==> src/rtl/fifo_registers_pkg.sv <==
// Shared helpers for the flip-flop FIFO.
package fifo_registers_pkg;

    // Advance a circular index. DEPTH need not be a power of two, so the
    // wrap is an explicit compare, not a truncating add.
    function automatic int unsigned wrap_inc(input int unsigned idx,
                                             input int unsigned depth);
        if (idx >= depth - 1)
            return 0;
        else
            return idx + 1;
    endfunction

endpackage

==> src/rtl/fifo_registers.sv <==
// Single-clock FIFO built from flip-flops, with registered read data and
// full / empty / almost-full / almost-empty flags decoded from the count.
module fifo_registers
    import fifo_registers_pkg::*;
#(
    parameter int WIDTH    = 8,
    parameter int DEPTH    = 4,
    parameter int AF_LEVEL = 2,
    parameter int AE_LEVEL = 2
) (
    input  logic             i_Clk,
    input  logic             i_Rst_Sync,
    input  logic             i_Wr_En,
    input  logic [WIDTH-1:0] i_Wr_Data,
    output logic             o_AF,
    output logic             o_Full,
    input  logic             i_Rd_En,
    output logic [WIDTH-1:0] o_Rd_Data,
    output logic             o_AE,
    output logic             o_Empty
);

    localparam int IDX_W = $clog2(DEPTH);
    localparam int CNT_W = $clog2(DEPTH + 1);

    logic [WIDTH-1:0] mem [DEPTH];
    logic [IDX_W-1:0] wr_idx;
    logic [IDX_W-1:0] rd_idx;
    logic [CNT_W-1:0] count;
    logic             wr_ok;
    logic             rd_ok;

    // Acceptance uses the registered flags, so a write into a full FIFO or a
    // read from an empty one never disturbs state, and empty wr+rd never
    // falls through.
    assign wr_ok = i_Wr_En & ~o_Full;
    assign rd_ok = i_Rd_En & ~o_Empty;

    assign o_Full  = (count == CNT_W'(DEPTH));
    assign o_Empty = (count == '0);
    assign o_AF    = (count >= CNT_W'(AF_LEVEL));
    assign o_AE    = (count <= CNT_W'(AE_LEVEL));

    // Storage write; contents are don't-care after reset so no reset here.
    always_ff @(posedge i_Clk) begin
        if (wr_ok)
            mem[wr_idx] <= i_Wr_Data;
    end

    // Write index advance with wrap.
    always_ff @(posedge i_Clk or posedge i_Rst_Sync) begin
        if (i_Rst_Sync)
            wr_idx <= '0;
        else if (wr_ok)
            wr_idx <= IDX_W'(wrap_inc(32'(wr_idx), DEPTH));
    end

    // Read index advance and registered read data; data holds when idle.
    always_ff @(posedge i_Clk or posedge i_Rst_Sync) begin
        if (i_Rst_Sync) begin
            rd_idx    <= '0;
            o_Rd_Data <= '0;
        end else if (rd_ok) begin
            o_Rd_Data <= mem[rd_idx];
            rd_idx    <= IDX_W'(wrap_inc(32'(rd_idx), DEPTH));
        end
    end

    // Occupancy count: moves only when exactly one side is accepted.
    always_ff @(posedge i_Clk or posedge i_Rst_Sync) begin
        if (i_Rst_Sync)
            count <= '0;
        else begin
            case ({wr_ok, rd_ok})
                2'b10:   count <= count + 1'b1;
                2'b01:   count <= count - 1'b1;
                default: count <= count;
            endcase
        end
    end

endmodule

==> config.mk <==
export PLATFORM = sky130hd
export DESIGN_NAME = fifo_registers
export DESIGN_NICKNAME = d
export VERILOG_FILES = /design/src/rtl/fifo_registers_pkg.sv /design/src/rtl/fifo_registers.sv
export SDC_FILE = /design/constraint.sdc
export NUM_CORES = 1
export LEC_CHECK = 0
export BUFFER_PORTS_ARGS = -buffer_cell sky130_fd_sc_hd__buf_2
export CAP_MARGIN = 20
export CORE_UTILIZATION = 51
export CTS_CLUSTER_DIAMETER = 80
export DETAILED_ROUTE_END_ITERATION = 6
export HOLD_SLACK_MARGIN = 0.15
export PLACE_DENSITY = 0.8
export SYNTH_ARGS = -nofsm -noshare
export SYNTH_HDL_FRONTEND = slang
export SYNTH_SLANG_ARGS = --single-unit
==> constraint.sdc <==
create_clock -name i_Clk -period 1.85 [get_ports i_Clk]
set_input_delay 0.37 -clock i_Clk [delete_from_list [all_inputs] [get_ports i_Clk]]
set_output_delay 0.37 -clock i_Clk [all_outputs]
set_load 0.005 [all_outputs]
Word level (Yosys, flattened, before mapping)
Memory sizes are Yosys's and may differ from the RTL's. A register that Yosys moved wholly into a read port is not among the register bits.
Index checks and enable logic that the tools add are counted.
W data, S select, Z words.
{"block": "totals", "regBits": 7, "ram_bits": 32, "output_inout_bits": 12, "wordCells": 26, "n_memories": 1}
{"name": "mem", "words": 4, "width": 8, "read_ports": 1, "rd_clocked_by_memory_dff": 1, "write_ports": 1, "line": "fifo_registers.sv:26", "text": "logic [WIDTH-1:0] mem [DEPTH];"}
{"block": "classes", "add_sub_neg": 4, "n_lt_le_gt_ge": 4, "eq_ne": 3, "n_mux": 5, "n_bitwise": 4, "reduce_logical": 2}
{"operator": "$pmux W3 S2", "n": 1}
{"operator": "$add A2 B1 Y2 const B", "n": 2}
{"operator": "$ge A2 B2 Y1 const B", "n": 2}
{"operator": "$mux W2", "n": 2}
{"operator": "$add A3 B1 Y3 const B", "n": 1}
{"operator": "$eq A3 B3 Y1 const B", "n": 1}
{"operator": "$ge A3 B2 Y1 const B", "n": 1}
{"operator": "$le A3 B2 Y1 const B", "n": 1}
{"operator": "$logic_not A3 Y1", "n": 1}
{"operator": "$sub A3 B1 Y3 const B", "n": 1}
{"operator": "$and A1 B1 Y1", "n": 2}
{"operator": "$eq A2 B1 Y1 const B", "n": 1}
{"operator": "$eq A2 B2 Y1 const B", "n": 1}
{"operator": "$mux W1", "n": 2}
{"operator": "$not A1 Y1", "n": 2}
{"operator": "$reduce_bool A2 Y1", "n": 1}

Logic depth before layout (Yosys ltp)
{"block": "logic_depth", "word_depth": 5, "depth_mapped": 9, "ltp_nobuf": 9}

Worst setup path before layout
Ideal clock, no wire load.
{"block": "synth_path", "path_type": "reg2reg", "startpoint": "register count[0]", "endpoint": "register count[2]", "setup_ps": 79, "t_arrival_ps": 1822, "path_slack_ps": -51, "stages_incl_launch_ff": 10, "n_path_buf": 0, "cell_sequence": "dfrtp_1 > nor3b_2 > nor2b_2 > inv_1 > ha_1 > inv_1 > fa_1 > xor2_1 > nor2_1 > xor2_1"}
{"block": "synth_between", "elab_chain_cells": 5}
{"item": "start: declaration", "line": "fifo_registers.sv:29", "text": "logic [CNT_W-1:0] count;"}
{"item": "start signal: assignment", "line": "fifo_registers.sv:75", "text": "2'b10: count <= count + 1'b1;"}
{"item": "start signal: assignment", "line": "fifo_registers.sv:76", "text": "2'b01: count <= count - 1'b1;"}
{"item": "start signal: assignment", "line": "fifo_registers.sv:77", "text": "default: count <= count;"}
{"item": "$eq A3 B3 Y1 (*)", "line": "fifo_registers.sv:39", "text": "assign o_Full = (count == CNT_W'(DEPTH));"}
{"item": "net o_Full", "line": "fifo_registers.sv:16", "text": "output logic o_Full,"}
{"item": "$not A1 Y1 (*)", "line": "fifo_registers.sv:36", "text": "assign wr_ok = i_Wr_En & ~o_Full;"}
{"item": "$and A1 B1 Y1 (*)", "line": "fifo_registers.sv:36"}
{"item": "$eq A2 B1 Y1 or $eq A2 B2 Y1 (tied branches)", "line": "fifo_registers.sv:74", "text": "case ({wr_ok, rd_ok})"}
{"item": "$pmux W3 S2 or $reduce_bool A2 Y1 (tied branches)"}
Mark *: on every way through the listed nets, which the timed path passes. The rest lies on a longest branch.
A chain may end at the register's enable or synchronous reset.

Final worst setup path
{"block": "layout_path", "startpoint": "register count[0]", "endpoint": "register count[2]"}
{"block": "layout_between", "elab_chain_cells": 5}
{"item": "$logic_not A3 Y1 (*)", "line": "fifo_registers.sv:40", "text": "assign o_Empty = (count == '0);"}
{"item": "$not A1 Y1 (*)", "line": "fifo_registers.sv:37", "text": "assign rd_ok = i_Rd_En & ~o_Empty;"}
{"item": "$and A1 B1 Y1 (*)", "line": "fifo_registers.sv:37"}
{"item": "net rd_ok", "line": "fifo_registers.sv:31", "text": "logic rd_ok;"}
{"item": "$eq A2 B1 Y1 or $eq A2 B2 Y1 (tied branches)", "line": "fifo_registers.sv:74"}
{"item": "$pmux W3 S2 or $reduce_bool A2 Y1 (tied branches)"}
Marked as above.

==> reports/metrics.yaml <==
status: "finished clean"
syn_to_final_growth_pct: 17.9
setup.worst_path.class: "reg2reg"
portBuffers: 23
cp.arrival_ns: 2.05
leakage_nw: 0.909
cts-root-buf: "clkbuf_8"
synth.avg_cell_area_um2: 18.9
crit_buf_inv: 4
cts.path.max_buffers: 2
power_density_mw_per_mm2: 1580
cts.sinks: 47
grt_remaining_overflow: 0
most-common-layout-cells: "edfxtp_1, buf_2, dfrtp_1"
cts_tree: "built"
setup_viol: 0
dieArea_mm2: 0.00403
dp_hpwl_mm: 1.99
cts_buffers: 5
die_w_um: 63.5
crit_top_cell: "buf_4"
multi_input_area_um2: 549
clkLatencyLatePin_ns: 0.29
rsz0062_at_grt: "yes"
final_common_cell: "edfxtp_1"
rows: 21
endpoint_kind: "flop"
design_area_mm2: 0.00227
synthCells: 102
globalplace.congestion: 0.817
first_pass_iters: 4
critPathTopFamily: "buffers and inverters"
n_fill_cell: 253
slowest_delay_ns: 0.42
htreeDepth: 2
antenna_cells: 0
max_freq_ghz: 0.543
num_vias: 973
cap_violations: 0
antenna_left: 0
drive_gt1_frac: 0.471
synth_seq_area_share: 0.694
initial_core_util: 0.556
slew_violations: 0
tns_ns: 0
yosys_warnings: 0
antenna_found_initial: 0
final_hold_viol_count: 0
grt_max_degree: 16
maxSlewHeadroom: 0.593
syn_area_mm2: 0.00193
ys_ff_latch: 47
crit_path_top_delay_cell: "dfrtp_2"
hp-class: "in2async"
cp_max_fo: 2
fin_nets: 158
die_y_um: 63.5
yosys.area.top_type: "edfxtp_1"
cts.clk_slew.worst_paths_ns: 0.08
groute.usage.overall: 0.174
cp-start-kind: "flop"
pre_cts_ws_ns: -0.0350
fin_crit_sh: 0.995
worstPathRequired_ns: 2.06
finalWirelength_mm: 2.87
fin_crit_ns: 1.84
drt_iter0_markers: 19
drc_errors: 0
hold-worst-slack_ns: 0.137
detail_route.wl_per_cell_um: 15.4
coreArea_mm2: 0.00347
vias_per_cell: 5.23
crit_chain: "buf_4 > o31ai_4 > inv_1 > ha_2 > buf_4 > buf_4 > xor2_1 > nor2_1 > xor2_1"
worstMarginPinSlew_ns: 0.610
ios: 24
vdd_drop_max_mv: 0.825
synth_largest_type_area_fraction: 0.499
fin_worst_skew_ns: 0.00643
setup_ws_ns: 0.00926
grt_pass1_vias: 1038
grt_pass1_wl_mm: 4.84
placed_cell_area_mm2: 0.00214
syn_nets: 121
seq_area_mm2: 0.00134
netlist_top_cells_area: "edfxtp_1, dfrtp_1, mux4_2, mux2_2, ha_1"
synthDistinctLibCells: 22
what timing repair did:
action                     4_1_cts  5_1_grt
setup endpoints to repair        1        2
gates resized for setup          0        2
hold buffers                     0        0
setup buffers                    2        1
pin swaps                        4        3
through the flow:
step                power, mW  cells   util
finish                   3.58    186  0.655
floorplan                2.44    102      -
global route             3.82    186  0.655
detailed placement       2.86    175  0.616
CTS                      3.60    185  0.651
global placement         2.78    175  0.616
cell type report:
| cell class | instances | area share |
|---|---|---|
| Clock buffer | 7 | 0.0336 |
| Inverter | 8 | 0.0132 |
| Tap cell | 46 | 0.0253 |
| Multi-Input combinational cell | 44 | 0.242 |
| Sequential cell | 47 | 0.589 |
| Clock inverter | 1 | 0.0132 |
| Timing Repair Buffer | 33 | 0.0837 |
logic make-up after synthesis:
kind of cell | Yosys count | share of synthesized area
AO/OA/AOI/OAI | 3 | 0.0175
XOR/XNOR | 3 | 0.0136
adder cells (fa/ha/maj) | 7 | 0.0494
buffers and inverters | 11 | 0.0273
flip-flops | 47 | 0.694
multiplexers | 20 | 0.163
AND/OR/NAND/NOR | 11 | 0.0357
worst reg2reg max path: stages, from the launching register on:
cell	delay [ns]
dfrtp_2	0.42
buf_4	0.15
o31ai_4	0.24
inv_1	0.08
ha_2	0.18
buf_4	0.13
buf_4	0.12
xor2_1	0.15
nor2_1	0.11
xor2_1	0.17
routing by layer:
metal  track usage  vias up  share of wire
li1              -      453              -
met1         0.199      494           0.41
met2         0.281       22           0.53
met3        0.0652        4          0.043
met4        0.0938        0          0.018
met5             0        -              0
where the power goes:
part | internal [mW] | total, mW | switching (mW)
combinational | 0.693 | 1.23 | 0.541
sequential | 1.46 | 1.63 | 0.174
clock | 0.404 | 0.710 | 0.306
total | 2.56 | 3.58 | 1.02
final timing paths:
path | end | start | cells after the start | slack [ns]
max in group asynchronous | count[0] | i_Rst_Sync | 2 | 1.28
setup / recovery | count[2] | count[0] | 9 | 0.009
setup reg to reg | count[2] | count[0] | 9 | 0.009
hold / removal | o_Rd_Data[7] | i_Rst_Sync | 2 | 0.14
min in group i_Clk | mem[2][1] | i_Wr_Data[1] | 1 | 0.29
hold reg to reg | o_Rd_Data[2] | o_Rd_Data[2] | 1 | 0.50
synth_stat cells, drive strengths merged:
| cell | count |
|---|---|
| edfxtp | 32 |
| dfrtp | 15 |
| mux2 | 11 |
| inv | 8 |
| mux4 | 8 |
| ha | 6 |
| and2 | 4 |
| nor2 | 3 |
| buf | 2 |
| xor2 | 2 |
| a21o | 1 |
| a21oi | 1 |
| clkbuf | 1 |
| fa | 1 |
| mux2i | 1 |
| nor2b | 1 |
| nor3 | 1 |
| nor3b | 1 |
| o31ai | 1 |
| or2 | 1 |
| xnor2 | 1 |
state kept, by name, summed over array words and instances (netlist names):
| name | flops |
|---|---|
| o_Rd_Data | 8 |
| wr_idx | 2 |
| mem | 32 |
| rd_idx | 2 |
| count | 3 |
Power figures use the tool's default switching activity.
